<file path="src/rtl/fetch_unit.sv">
// Instruction-fetch stage: PC, next-PC select, IF/ID register and halt FSM.
// Optional macro FETCH_HALT_EN enables halt detection and the HALT state.
module fetch_unit #(
  parameter logic [31:0] RESET_PC    = 32'h0000_0000,
  parameter logic [5:0]  HALT_OPCODE = 6'b111111
) (
  input  logic        CLK,
  input  logic        Reset,
  input  logic        stall,
  input  logic [1:0]  pc_src,
  input  logic [15:0] branch_imm,
  input  logic [25:0] jump_index,
  input  logic [31:0] jr_target,
  input  logic [31:0] instruction,
  output logic [31:0] PC,
  output logic [31:0] if_instr,
  output logic [31:0] if_pc4,
  output logic        if_valid,
  output logic        halted
);

`ifdef FETCH_HALT_EN
  localparam bit HALT_EN = 1'b1;
`else
  localparam bit HALT_EN = 1'b0;
`endif

  typedef enum logic {S_RUN = 1'b0, S_HALT = 1'b1} state_t;

  state_t      state_q;
  logic [31:0] pc_q;
  logic [31:0] if_instr_q;
  logic [31:0] if_pc4_q;
  logic        if_valid_q;
  logic [31:0] pc4;
  logic [31:0] target_d;
  logic        redirect;
  logic        is_halt;
  logic        unused_jr_low;

  assign pc4      = pc_q + 32'd4;
  assign redirect = (pc_src != 2'd0);
  assign is_halt  = HALT_EN && (instruction[31:26] == HALT_OPCODE);
  assign unused_jr_low = ^jr_target[1:0];

  always_comb begin
    target_d = pc4;
    case (pc_src)
      2'd1:    target_d = pc4 + {{14{branch_imm[15]}}, branch_imm, 2'b00};
      2'd2:    target_d = {pc4[31:28], jump_index, 2'b00};
      2'd3:    target_d = {jr_target[31:2], 2'b00};
      default: target_d = pc4;
    endcase
  end

  always_ff @(posedge CLK or negedge Reset) begin
    if (!Reset) begin
      state_q    <= S_RUN;
      pc_q       <= RESET_PC;
      if_instr_q <= 32'd0;
      if_pc4_q   <= 32'd0;
      if_valid_q <= 1'b0;
    end else if (redirect) begin
      // Redirect squashes both the fetch slot and IF/ID, even under stall.
      state_q    <= S_RUN;
      pc_q       <= target_d;
      if_instr_q <= 32'd0;
      if_valid_q <= 1'b0;
    end else if (!stall) begin
      if (state_q == S_RUN) begin
        if_instr_q <= instruction;
        if_pc4_q   <= pc4;
        if_valid_q <= 1'b1;
        if (is_halt) begin
          state_q <= S_HALT;
        end else begin
          pc_q <= pc4;
        end
      end else begin
        if_instr_q <= 32'd0;
        if_valid_q <= 1'b0;
      end
    end
  end

  assign PC       = pc_q;
  assign if_instr = if_instr_q;
  assign if_pc4   = if_pc4_q;
  assign if_valid = if_valid_q;
  assign halted   = HALT_EN && (state_q == S_HALT);

endmodule

</file>
<file path="config.mk">
export PLATFORM = sky130hd
export DESIGN_NAME = fetch_unit
export DESIGN_NICKNAME = d
export VERILOG_FILES = /design/src/rtl/fetch_unit.sv
export SDC_FILE = /design/constraint.sdc
export NUM_CORES = 1
export LEC_CHECK = 0
export CELL_PAD_IN_SITES_DETAIL_PLACEMENT = 1
export CELL_PAD_IN_SITES_GLOBAL_PLACEMENT = 2
export CORE_ASPECT_RATIO = 0.7
export CORE_MARGIN = 1
export CORE_UTILIZATION = 30
export DETAILED_ROUTE_END_ITERATION = 8
export GPL_ROUTABILITY_DRIVEN = 0
export HOLD_SLACK_MARGIN = 0.12
export PLACE_DENSITY_LB_ADDON = 0.1
export SYNTH_ARGS = -nofsm -noshare
export SYNTH_HDL_FRONTEND = slang
export SYNTH_SLANG_ARGS = --single-unit
</file>
<file path="constraint.sdc">
create_clock -name CLK -period 7.2 [get_ports CLK]
set_clock_uncertainty 0.15 [all_clocks]
set_input_delay 1.44 -clock CLK [delete_from_list [all_inputs] [get_ports CLK]]
set_output_delay 1.44 -clock CLK [all_outputs]
set_load 0.01 [all_outputs]
</file>
==> run_results.csv <==
group,metric,value,unit
run_status,status,"finished, final reports clean",
sta,min_period,4700,ps
logic_synthesis,synthTopCellsByCount,"nand2_1 (118), dfrtp_1 (93), nor2_1 (66), mux2i_1 (35)",
final_layout,syn_to_final_growth,38.2,%
sta,max_freq,213,MHz
final_layout,layout-drive-gt1-share,7.92,%
power_and_ir_drop,powerDensity,290,nW/um2
hold_path,min-delay-path-class,"reg -> reg",
power_and_ir_drop,peakVddDrop,109,uV
placed_design,io_buffers,201,
logic_synthesis,ys.warnings.count,0,
sta,slew_headroom,36.0,%
cts,cts.repair.resized,0,
global_routing,grt_start_max_net_pins,71,
route,vias_per_cell,5.38,
sta,worst_pin_slew,960,ps
route,dr.pass1.iters,5,
logic_synthesis,synth_top_area_cell,"dfrtp_1",
logic_synthesis,synth-main-ff-cell,"dfrtp_1",
logic_synthesis,synth.most_common_cell,"nand2_1",
logic_synthesis,ys_seq_area_share,34.9,%
global_routing,grt_pass1_vias,6726,
floorplanning,rows,45,
logic_synthesis,synth_edf_count,0,
global_routing,antenna_found_initial,1,
worst_setup_path,crit_path_end_kind,"register",
sta,fin_crit_sh,65.2,%
sta,rsz0062_at_grt,"false",
worst_setup_path,worstPathRequired,7280,ps
floorplanning,io_pins,209,
logic_synthesis,synthCells,737,
worst_setup_path,r2r_slack,2500,ps
route,drtIter0Drc,581,
route,drcViolationCount,0,
floorplanning,chipHeight,127,um
logic_synthesis,synthArstFlopShare,100,%
sta,finalSetupViolations,0,
logic_synthesis,ys_types,71,
worst_setup_path,crit_type,"reg -> reg",
logic_synthesis,synth_top_area_share,34.9,%
logic_synthesis,avgSynthCellArea,9.06,um2
route,drtAntennaViolNets,0,
floorplanning,die_w,180,um
worst_setup_path,startpoint,"PC[2]",
logic_synthesis,synth.area.top_cells,"dfrtp_1 (35%), nand2_1 (6.6%), ha_1 (6.4%)",
floorplanning,start_util,30.7,%
power_and_ir_drop,p_leak,3.94,nW
cts,clock-root-buffer,"clkbuf_16",
sta,fin_setup_tns,0,ps
worst_setup_path,timing.rr.end,"PC[31]",
cts,cts_setup_buffers,0,
flow_run,maxCapViolCount,0,
worst_setup_path,crit_end,"PC[31]",
cts,htreeDepth,3,
worst_setup_path,r2r_start,"PC[2]",
sta,maxSlewViolCount,0,
cts,cts_buffers,9,
logic_synthesis,netlist_area,6670,um2
route,wl_per_cell,22.0,um
cts,cts_tree,"built",
route,drt-total-wl,26.4,mm
worst_setup_path,path_max_fanout,9,
route,vias,6483,
worst_setup_path,worst-r2r-cell-count,12,
final_layout,nets,1063,
placed_design,post-dp-hpwl,20.4,mm
final_layout,diodes,0,
cts,postCtsHoldBufs,0,
floorplanning,die_area,22900,um2
cts,clock_latency,360,ps
cts,cts_sinks,93,
cts,clkTransAtPathRegs,70,ps
worst_setup_path,cp.arrival,4780,ps
global_routing,grt_first_pass_wirelength,40.8,mm
cts,cts_buffer_depth,2,
global_routing,grt_overflow,0,
global_routing,grtUsageTotal,23.4,%
sta,hold_viol_final,0,
floorplanning,core,21700,um2
final_layout,fin_util,42.4,%
logic_synthesis,synth_seq_cells,93,
worst_setup_path,start_kind,"register",
==> cells in the final DEF (no fill, tap or decap), types with 4 or more instances in the layout <==
cell type	count
clkdlybuf4s50_1	198
nand2_1	118
dfrtp_1	93
nor2_1	65
mux2i_1	35
o21ai_0	34
xnor2_1	34
ha_1	34
xor2_1	26
a21oi_1	24
mux2_2	21
nand3_1	20
nand4_1	19
nor3_1	17
inv_1	11
a21o_1	10
o21a_1	10
and3_1	9
mux4_2	9
clkbuf_16	9
nand2b_1	8
buf_4	8
a222oi_1	7
or3_1	5
nor2b_1	5
conb_1	5
and4_1	4
and2_1	4
o221ai_1	4
o21bai_1	4
nor4_1	4
==> worst max-delay path, cell delays in order (launching register included) <==
cell and delay, ps:
dfrtp_1 580, ha_1 380, nand4_2 280, nor3_1 530, nand3_1 210, xnor2_1 430
ha_1 360, nand4_1 280, nor3_1 330, o2111ai_1 150, o21ai_0 600, xnor2_1 190
o21ai_0 90
==> through the flow <==
stage	hold WS [ps]	area [um2]	setup WS [ps]	instances	power (W)
after floorplan	364	6690	3470	741	0.00154
after global routing	342	9220	2230	1204	0.00282
after CTS	336	9220	2670	1204	0.00268
after global placement	314	8910	2390	1188	0.00211
after detailed placement	318	8910	2320	1188	0.00214
final	328	9220	2500	1204	0.00267
==> power by group <==
part | leakage [nW] | internal [W] | switching [W]
Combinational | 2.60 | 0.000634 | 0.000747
Sequential | 1.19 | 0.000630 | 0.000140
Clock | 0.151 | 0.000279 | 0.000244
Total | 3.94 | 0.00154 | 0.00113
==> sequential cells by signal, indices dropped and copies added, names as in the netlist <==
signal / cells
PC: 30
if_pc4: 30
if_valid: 1
if_instr: 32
==> cells by family (layout without fill, tap and decap cells) <==
| family | count (synthesis) | count (layout) | synth area share [%] |
|---|---|---|---|
| and+or+nand+nor | 289 | 289 | 20.0 |
| AOI/OAI and AO/OA | 139 | 139 | 15.1 |
| DFF | 93 | 93 | 34.9 |
| muxes | 65 | 65 | 11.8 |
| xor gates and xnor gates | 60 | 60 | 7.87 |
| buffers and inverters | 55 | 236 | 3.54 |
| adders and majority gates | 35 | 35 | 6.67 |
| other | 1 | 5 | 0.0562 |
==> per-layer routing <==
layer	wire, um	global-route usage (%)	up-vias	part of all wire [%]
li1	-	-	2999	-
met1	12900	33.6	3243	49
met2	11700	36.6	221	44
met3	1630	4.13	20	6.2
met4	252	4.83	0	0.95
met5	0	0	-	0
==> worst min-delay path by stage <==
stage	slack (ps)	end	startpoint	cells after the start
after CTS	340	if_pc4[6]	if_pc4[6]	1
after global routing	340	if_pc4[6]	if_pc4[6]	1
after global placement	310	if_pc4[6]	if_pc4[6]	1
after floorplan	360	if_pc4[22]	if_pc4[22]	2
after detailed placement	320	if_pc4[27]	if_pc4[27]	2
final	330	if_pc4[14]	if_pc4[14]	2
==> final cells by class <==
class	count	area (um2)
multi-input combinational	593	4130
sequential	93	2330
inverter	12	45.0
tap	282	353
fill	2505	12500
timing repair buffer	208	2050
clock buffer	9	225
clock inverter	7	86.3
(Power assumes the default switching activity.)
